**src/rtl/nonce_search.sv**
```systemverilog
// Bus-master sequencer for the SHA-256 hash slave: walks a nonce range, hashing
// header+nonce, and stops on the first D7 strictly below target or at range end.
module nonce_search (
   input  logic        clock,
   input  logic        reset,
   input  logic        start,
   input  logic [31:0] header,
   input  logic [31:0] nonce_start,
   input  logic [31:0] nonce_end,
   input  logic [31:0] target,
   input  logic        abort,
   output logic        busy,
   output logic        done,
   output logic        found,
   output logic [31:0] nonce_out,
   output logic [31:0] digest_hi,
   output logic [31:0] hash_count,
   output logic [3:0]  master_address,
   output logic        master_write,
   output logic        master_read,
   output logic [31:0] master_writedata,
   input  logic [31:0] master_readdata,
   input  logic        master_waitrequest
);

   typedef enum logic [2:0] {
      IDLE  = 3'd0,
      WR_W0 = 3'd1,
      WR_W1 = 3'd2,
      WR_GO = 3'd3,
      RD_D7 = 3'd4,
      CHECK = 3'd5,
      DONE  = 3'd6
   } state_t;

   localparam logic [3:0] ADDR_GO   = 4'd0;
   localparam logic [3:0] ADDR_W0   = 4'd1;
   localparam logic [3:0] ADDR_W1   = 4'd2;
   localparam logic [3:0] ADDR_D7   = 4'd3;

   state_t      state_reg, state_next;
   logic [31:0] header_reg;
   logic [31:0] nonce_end_reg;
   logic [31:0] target_reg;
   logic [31:0] cur_reg;
   logic [31:0] d7_reg;
   logic [31:0] hash_count_reg;
   logic [31:0] nonce_out_reg;
   logic [31:0] digest_hi_reg;
   logic        found_reg;
   // Set once the word0 write has been presented and stalled; abort must then
   // wait for the transfer to finish rather than drop the strobe mid-stall.
   logic        w0_pending_reg;

   logic        hit;
   logic        last_nonce;

   assign hit        = (d7_reg < target_reg);
   assign last_nonce = (cur_reg == nonce_end_reg);

   always_comb begin
      state_next       = state_reg;
      busy             = 1'b0;
      done             = 1'b0;
      master_address   = 4'd0;
      master_write     = 1'b0;
      master_read      = 1'b0;
      master_writedata = 32'd0;
      case (state_reg)
         IDLE: begin
            if (start)
               state_next = WR_W0;
         end
         WR_W0: begin
            busy = 1'b1;
            if (abort && !w0_pending_reg) begin
               state_next = DONE;
            end else begin
               master_write     = 1'b1;
               master_address   = ADDR_W0;
               master_writedata = cur_reg;
               if (!master_waitrequest)
                  state_next = WR_W1;
            end
         end
         WR_W1: begin
            busy             = 1'b1;
            master_write     = 1'b1;
            master_address   = ADDR_W1;
            master_writedata = header_reg;
            if (!master_waitrequest)
               state_next = WR_GO;
         end
         WR_GO: begin
            busy             = 1'b1;
            master_write     = 1'b1;
            master_address   = ADDR_GO;
            master_writedata = 32'd1;
            if (!master_waitrequest)
               state_next = RD_D7;
         end
         RD_D7: begin
            busy           = 1'b1;
            master_read    = 1'b1;
            master_address = ADDR_D7;
            if (!master_waitrequest)
               state_next = CHECK;
         end
         CHECK: begin
            busy = 1'b1;
            if (hit || last_nonce || abort)
               state_next = DONE;
            else
               state_next = WR_W0;
         end
         DONE: begin
            done       = 1'b1;
            state_next = IDLE;
         end
         default: state_next = IDLE;
      endcase
   end

   always_ff @(posedge clock) begin
      if (reset) begin
         state_reg      <= IDLE;
         header_reg     <= 32'd0;
         nonce_end_reg  <= 32'd0;
         target_reg     <= 32'd0;
         cur_reg        <= 32'd0;
         d7_reg         <= 32'd0;
         hash_count_reg <= 32'd0;
         nonce_out_reg  <= 32'd0;
         digest_hi_reg  <= 32'd0;
         found_reg      <= 1'b0;
         w0_pending_reg <= 1'b0;
      end else begin
         state_reg      <= state_next;
         w0_pending_reg <= (state_reg == WR_W0) && master_write && master_waitrequest;
         case (state_reg)
            IDLE: begin
               if (start) begin
                  header_reg     <= header;
                  nonce_end_reg  <= nonce_end;
                  target_reg     <= target;
                  cur_reg        <= nonce_start;
                  hash_count_reg <= 32'd0;
                  found_reg      <= 1'b0;
               end
            end
            RD_D7: begin
               if (!master_waitrequest) begin
                  d7_reg         <= master_readdata;
                  hash_count_reg <= hash_count_reg + 32'd1;
               end
            end
            CHECK: begin
               nonce_out_reg <= cur_reg;
               digest_hi_reg <= d7_reg;
               if (hit)
                  found_reg <= 1'b1;
               else if (last_nonce || abort)
                  found_reg <= 1'b0;
               else
                  cur_reg <= cur_reg + 32'd1;
            end
            default: ;
         endcase
      end
   end

   assign found      = found_reg;
   assign nonce_out  = nonce_out_reg;
   assign digest_hi  = digest_hi_reg;
   assign hash_count = hash_count_reg;

endmodule
```
**config.mk**
```make
export PLATFORM = sky130hd
export DESIGN_NAME = nonce_search
export DESIGN_NICKNAME = d
export VERILOG_FILES = /design/src/rtl/nonce_search.sv
export SDC_FILE = /design/constraint.sdc
export NUM_CORES = 1
export LEC_CHECK = 0
export ABC_AREA = 1
export CAP_MARGIN = 20
export CORE_UTILIZATION = 45
export CTS_CLUSTER_DIAMETER = 120
export CTS_CLUSTER_SIZE = 10
export DETAILED_ROUTE_END_ITERATION = 6
export GPL_ROUTABILITY_DRIVEN = 0
export PLACE_DENSITY = 0.85
export SLEW_MARGIN = 0
export SYNTH_ARGS = -nofsm -noshare
export SYNTH_HDL_FRONTEND = slang
export SYNTH_SLANG_ARGS = --single-unit
```
**constraint.sdc**
```tcl
create_clock -name clock -period 3.8 [get_ports clock]
set_clock_uncertainty 0.15 [all_clocks]
set_input_delay 0.38 -clock clock [delete_from_list [all_inputs] [get_ports clock]]
set_output_delay 0.38 -clock clock [all_outputs]
set_load 0.02 [all_outputs]
```
==> results.py, run 1 <==
metrics = {
    "hold_path": {
        "hold_path.class": "primary input to register",
        "worstHoldEndpoint": "nonce_end_reg[30]$_SDFFE_PP0P_",
        "whs_path_depth": 3,
        "min_from": "nonce_end[30]",
    },
    "critical_path": {
        "rr_worst_depth": 11,
        "crit_path_top_delay_cell": "clkdlybuf4s50_1",
        "rrSetupSlack_ns": 1.02,
        "critPathMaxStageDelay_ns": 0.67,
        "crit_type": "register to output port",
        "crit_chain": "nand2_1 -> nor2_1 -> inv_1 -> buf_4 -> o22ai_1 -> clkdlybuf4s50_1",
        "timing.rr.end": "cur_reg[5]$_SDFFE_PP0P_",
        "crit_family": "buffers and inverters",
        "crit_required_ns": 3.27,
        "crit_buf_inv": 3,
        "worstSetupStartpointType": "register",
        "reg2reg_from": "state_reg[0]$_SDFFE_PP0P_",
        "arrival_ns": 2.91,
        "endpoint_kind": "output port",
        "cp_max_fo": 22,
    },
    "floorplan": {
        "io_pins": 302,
        "die_w_um": 167,
        "rows": 60,
        "core_area_mm2": 0.0269,
        "die_area_mm2": 0.0279,
        "start_util_pct": 45.6,
        "fp.dieH_um": 167,
    },
    "place": {
        "place_hpwl_um": 28500,
        "post_dp_cell_area_mm2": 0.0154,
        "pre_cts_ws_ns": 0.772,
        "portBuffers": 299,
        "dpl.cell_count": 2288,
    },
    "sta": {
        "period_share_pct": 90.6,
        "slew_headroom_pct": 37.6,
        "worst_slew_pin_slew_ns": 0.935,
        "fmax_ghz": 0.290,
        "slew_violations": 0,
        "rsz0062_at_grt": "no",
        "setup_viol": 0,
        "layout_min_cycle_time_ns": 3.44,
        "hold_viol": 0,
        "finalSetupTns_ns": 0,
        "finalWorstSetupSlack_ns": 0.356,
    },
    "yosys": {
        "netlist.area_leader.share_pct": 42.6,
        "syn-mean-instance-area_um2": 7.10,
        "netlist-cell-type-count": 44,
        "syn_area_mm2": 0.0123,
        "synthCells": 1727,
        "synth.area.top_cells": "dfxtp_1, nor2_1, o21ai_0",
        "yosys_register_bits": 261,
        "ys_warn_count": 0,
        "yosys.area.top_type": "dfxtp_1",
        "ys_seq_area_share_pct": 42.6,
    },
    "cells_and_area": {
        "nFillCells": 2334,
        "final_area_mm2": 0.0162,
        "final_layout_size_suffix_gt1_share_pct": 4.49,
        "layout.cells.non_filler": 2326,
        "final_util_pct": 60.3,
        "fin_nets": 2177,
        "area_growth_pct": 32.2,
    },
    "clocking": {
        "clock_latency_ns": 0.54,
        "cts_setup_buffers": 0,
        "cts_tree": "yes",
        "cts_resized": 0,
        "htreeDepth": 1,
        "cts.sinks": 261,
        "cts_hold_buf": 0,
        "numCtsBuffers": 30,
        "root_buffer": "clkbuf_16",
        "cts.clk_slew.worst_paths_ns": 0.06,
        "clk_path_buf_depth": 3,
    },
    "grt": {
        "grt_pass1_vias": 11980,
        "antenna_found_initial": 4,
        "grt-ovfl-total": 0,
        "grt_max_degree": 119,
        "grt_pass1_wl_um": 62000,
        "grt_usage_pct": 27.3,
    },
    "power": {
        "leakagePower_nw": 6.70,
        "power.density_mw_per_mm2": 636,
        "worst_ir_drop_vdd_uv": 446,
    },
    "routing": {
        "wire_per_inst_um": 16.9,
        "wl_um": 39300,
        "first_pass_iters": 6,
        "dr_total_vias": 12728,
        "drc": 0,
        "vias_per_cell": 5.47,
        "ant_nets": 0,
        "first_iter_violations": 1585,
    },
    "run_status": {
        "outcome": "finished, final reports clean",
    },
    "flow_run": {
        "maxCapViolCount": 0,
    },
}
-- cells by family after synthesis --
logic type,Yosys count,share of synthesized area (%)
AO/OA/AOI/OAI,414,17.8
XOR/XNOR,41,2.93
adder cells (fa/ha/maj),33,3.37
buffers and inverters,256,8.31
flip-flops,261,42.6
multiplexers,4,0.326
other,1,0.0306
AND/OR/NAND/NOR,717,24.6
-- Yosys cell counts --
library cell and instances:
nor2_1 349, dfxtp_1 261, nand2_1 223, o21ai_0 214, inv_1 151, a21oi_1 140, clkbuf_1 64, nand3_1 51
nor3_1 36, xor2_1 34, ha_1 33, o22ai_1 30, nand4_1 20, buf_2 17, buf_1 8, nand2_2 8
nor2_2 8, nor2_4 7, o21a_1 7, xnor2_1 7, buf_4 6, inv_2 5, nor3_2 5, o31ai_1 5
a211oi_1 4, mux2i_1 4, a221oi_1 3, clkinv_1 3, o211ai_1 3, a22oi_1 2, a31oi_1 2, buf_6 2
nand2_4 2, nand3_2 2, nor4_1 2, and3_1 1, conb_1 1, nand3b_1 1, o2111ai_1 1, o21ai_1 1
o221a_2 1, o41ai_1 1, or2_1 1, or2_2 1
-- report_power, final --
part           switching [W]  internal [W]  total (W)
combinational        0.00254       0.00142    0.00395
sequential          0.000486       0.00339    0.00387
clock                0.00106       0.00142    0.00249
-- area by class of cell --
class / count / area (um2) / area share (%)
well taps: 341 / 427 / 2.63
clock buffers: 32 / 779 / 4.81
inverters: 159 / 602 / 3.71
flip-flops and latches: 261 / 5230 / 32.2
repair buffers: 316 / 3130 / 19.3
clock inverters: 1 / 8.76 / 0.0540
multi-input cells: 1211 / 6030 / 37.2
diodes: 5 / 12.5 / 0.0772
-- metal layers --
layer | GRT usage (%) | vias up | share of wire, %
met1 | 35.8 | 5790 | 41
met2 | 44.2 | 676 | 46
met3 | 4.02 | 128 | 8.4
met4 | 13.2 | 0 | 4.5
met5 | 0 | - | 0
li1 | - | 6134 | -
-- placed cells by master (no fill, tap or decap), types with 2 or more instances in the layout --
cell / instances
a211oi_1: 4
a21oi_1: 140
a221oi_1: 3
a22oi_1: 2
a31oi_1: 2
buf_4: 16
clkbuf_16: 31
clkdlybuf4s50_1: 299
clkinv_1: 2
conb_1: 2
dfxtp_1: 261
diode_2: 5
ha_1: 33
inv_1: 151
inv_2: 4
inv_4: 2
mux2i_1: 4
nand2_1: 223
nand2_2: 8
nand2_4: 2
nand3_1: 51
nand3_2: 2
nand4_1: 20
nor2_1: 349
nor2_2: 8
nor2_4: 7
nor3_1: 36
nor3_2: 5
nor4_1: 2
o211ai_1: 3
o21a_1: 7
o21ai_0: 214
o22ai_1: 30
o31ai_1: 5
xnor2_1: 7
xor2_1: 34
-- how the worst max path moves through the flow --
stage,startpoint,to,slack [ns],depth (start not counted)
6_report,state_reg[1]$_SDFFE_PP0P_,master_writedata[17],0.36,6
5_1_grt,state_reg[0]$_SDFFE_PP0P_,master_writedata[0],0.18,10
4_1_cts,state_reg[1]$_SDFFE_PP0P_,master_writedata[17],0.37,6
3_5_place_dp,abort,master_writedata[17],0.77,8
3_3_place_gp,abort,master_writedata[17],0.79,8
2_1_floorplan,hash_count[0]$_SDFFE_PP0P_,hash_count[20]$_SDFFE_PP0P_,1.67,10
-- metrics by stage --
| step | hold slack, ns | power, W |
|---|---|---|
| global route | 0.270 | 0.0110 |
| floorplan | 0.275 | 0.00646 |
| CTS | 0.264 | 0.0103 |
| detailed placement | 0.295 | 0.00780 |
| finish | 0.274 | 0.0103 |
| global placement | 0.286 | 0.00768 |
-- worst min-delay path, cell delays in order --
cell	delay [ns]
clkdlybuf4s50_1	0.39
nor2_1	0.10
nor2_1	0.05
Note: power is estimated with default switching activity, not from simulation.
==> run 2: changes to the inputs <==
Settings changed: CAP_MARGIN 20 to not set, GPL_TIMING_DRIVEN set to 0, PLACE_DENSITY 0.85 to 0.76.
==> run 2 against run 1 <==
Effect of this change:
- register-to-register slack about the same
- clock-buffer cell count unchanged
- first-iteration DRC count up 4.0%
- clock power about the same
- final cell count up 3.3%
- sequential cell count unchanged
- via count up 4.0%
- total power up 3.7%
- critical path type unchanged
==> results.py, run 2 (synthesis gave the netlist of run 1 again) <==
metrics = {
    "power": {
        "leakagePower_nw": 6.82,
        "worst_ir_drop_vdd_uv": 359,
        "power.density_mw_per_mm2": 648,
    },
    "cells_and_area": {
        "area_growth_pct": 34.6,
        "final_common_cell": "nor2_1",
        "final_layout_size_suffix_gt1_share_pct": 4.95,
        "final_area_mm2": 0.0165,
        "final_cell_mix": "nor2_1, clkdlybuf4s50_1, dfxtp_1, nand2_1, o21ai_0",
        "fin_nets": 2257,
    },
    "critical_path": {
        "crit_buf_inv": 6,
        "crit_required_ns": 3.27,
        "crit_top_cell": "inv_1",
        "arrival_ns": 3.05,
        "crit_type": "register to output port",
        "crit_chain": "inv_1 -> nor2_1 -> inv_1 -> nor2_1 -> inv_1 -> nor2_1 -> inv_1 -> buf_1 -> o22ai_1 -> clkdlybuf4s50_1",
        "crit_family": "buffers and inverters",
        "cp_max_fo": 10,
        "crit_path_top_delay_cell": "clkdlybuf4s50_1",
        "reg2reg_from": "target_reg[15]$_SDFFE_PP0P_",
        "critPathMaxStageDelay_ns": 0.66,
        "endpoint_kind": "output port",
        "worstSetupStartpointType": "register",
        "startpoint": "state_reg[0]$_SDFFE_PP0P_",
    },
    "clocking": {
        "htreeDepth": 1,
        "cts_tree": "yes",
        "numCtsBuffers": 30,
        "root_buffer": "clkbuf_16",
        "cts.sinks": 261,
        "cts_hold_buf": 0,
        "clk_path_buf_depth": 3,
        "cts_setup_buffers": 0,
        "clock_latency_ns": 0.55,
        "cts.clk_slew.worst_paths_ns": 0.06,
    },
    "sta": {
        "layout_min_cycle_time_ns": 3.58,
        "hold_viol": 0,
        "worst_slew_pin_slew_ns": 0.853,
        "slew_headroom_pct": 43.1,
        "setup_viol": 0,
        "rsz0062_at_grt": "no",
        "fmax_ghz": 0.279,
        "period_share_pct": 94.2,
        "slew_violations": 0,
        "finalWorstSetupSlack_ns": 0.219,
        "finalSetupTns_ns": 0,
    },
    "place": {
        "pre_cts_ws_ns": 0.489,
        "portBuffers": 299,
        "place_hpwl_um": 33300,
        "post_dp_cell_area_mm2": 0.0157,
    },
    "routing": {
        "ant_nets": 0,
        "drc": 0,
        "first_iter_violations": 1649,
        "wl_um": 44000,
        "first_pass_iters": 6,
        "vias_per_cell": 5.51,
        "dr_total_vias": 13241,
        "wire_per_inst_um": 18.3,
    },
    "floorplan": {
        "rows": 60,
        "io_pins": 302,
        "die_area_mm2": 0.0279,
        "die_w_um": 167,
        "core_area_mm2": 0.0269,
        "fp.dieH_um": 167,
        "start_util_pct": 45.6,
    },
    "grt": {
        "grt-ovfl-total": 0,
        "grt_usage_pct": 30.5,
        "grt_pass1_wl_um": 66900,
        "antenna_found_initial": 1,
        "grt_pass1_vias": 12319,
        "grt_max_degree": 15,
    },
    "hold_path": {
        "min_from": "nonce_end[24]",
        "hold_path.class": "primary input to register",
    },
    "run_status": {
        "outcome": "finished, final reports clean",
    },
    "flow_run": {
        "maxCapViolCount": 0,
    },
}
==> run 2: layout make-up <==
| class | count | area, um2 |
|---|---|---|
| fillers | 2450 | 10400 |
| repair buffers | 299 | 2990 |
| plain buffers | 97 | 425 |
| multi-input cells | 1211 | 6050 |
| clock inverters | 1 | 8.76 |
| well taps | 341 | 427 |
| flip-flops and latches | 261 | 5230 |
| inverters | 159 | 597 |
| clock buffers | 32 | 779 |
| diodes | 1 | 2.50 |
==> run 2: what timing repair did <==
action	CTS	global route
endpoints found under the setup margin	0	11
resized for setup	0	6
hold endpoints to repair	0	0
==> run 2: final timing paths <==
path,to,slack (ns),depth (start not counted)
min,nonce_end_reg[24]$_SDFFE_PP0P_,0.27,3
min reg2reg,header_reg[26]$_SDFFE_PP0P_,0.30,2
max,master_writedata[25],0.22,10
max reg2reg,cur_reg[6]$_SDFFE_PP0P_,1.03,14
==> run 2: routing by layer <==
| metal | GRT usage (%) | vias up | routed length [um] |
|---|---|---|---|
| li1 | - | 6306 | - |
| met1 | 39.6 | 6098 | 18200 |
| met2 | 49.7 | 713 | 20100 |
| met5 | 0 | - | 0 |
| met4 | 14.1 | 0 | 1880 |
| met3 | 5.13 | 124 | 3820 |
==> run 2: tightest hold or removal path, cell delays in order <==
cell and delay (ns):
clkdlybuf4s50_1 0.40, nor2_1 0.10, nor2_1 0.05
==> run 2: per-stage QoR <==
step	util, %	hold WS, ns	std cells	power (W)
finish	61.4	0.269	2402	0.0107
global route	61.4	0.269	2402	0.0113
CTS	61.3	0.255	2401	0.0106
detailed placement	58.4	0.294	2368	0.00810
global placement	58.4	0.289	2368	0.00798
floorplan	-	0.275	1728	0.00646
==> run 2: where the power goes <==
group / internal, W / switching [W] / total, W
sequential: 0.00339 / 0.000434 / 0.00382
clock: 0.00142 / 0.00109 / 0.00251
combinational: 0.00152 / 0.00284 / 0.00436
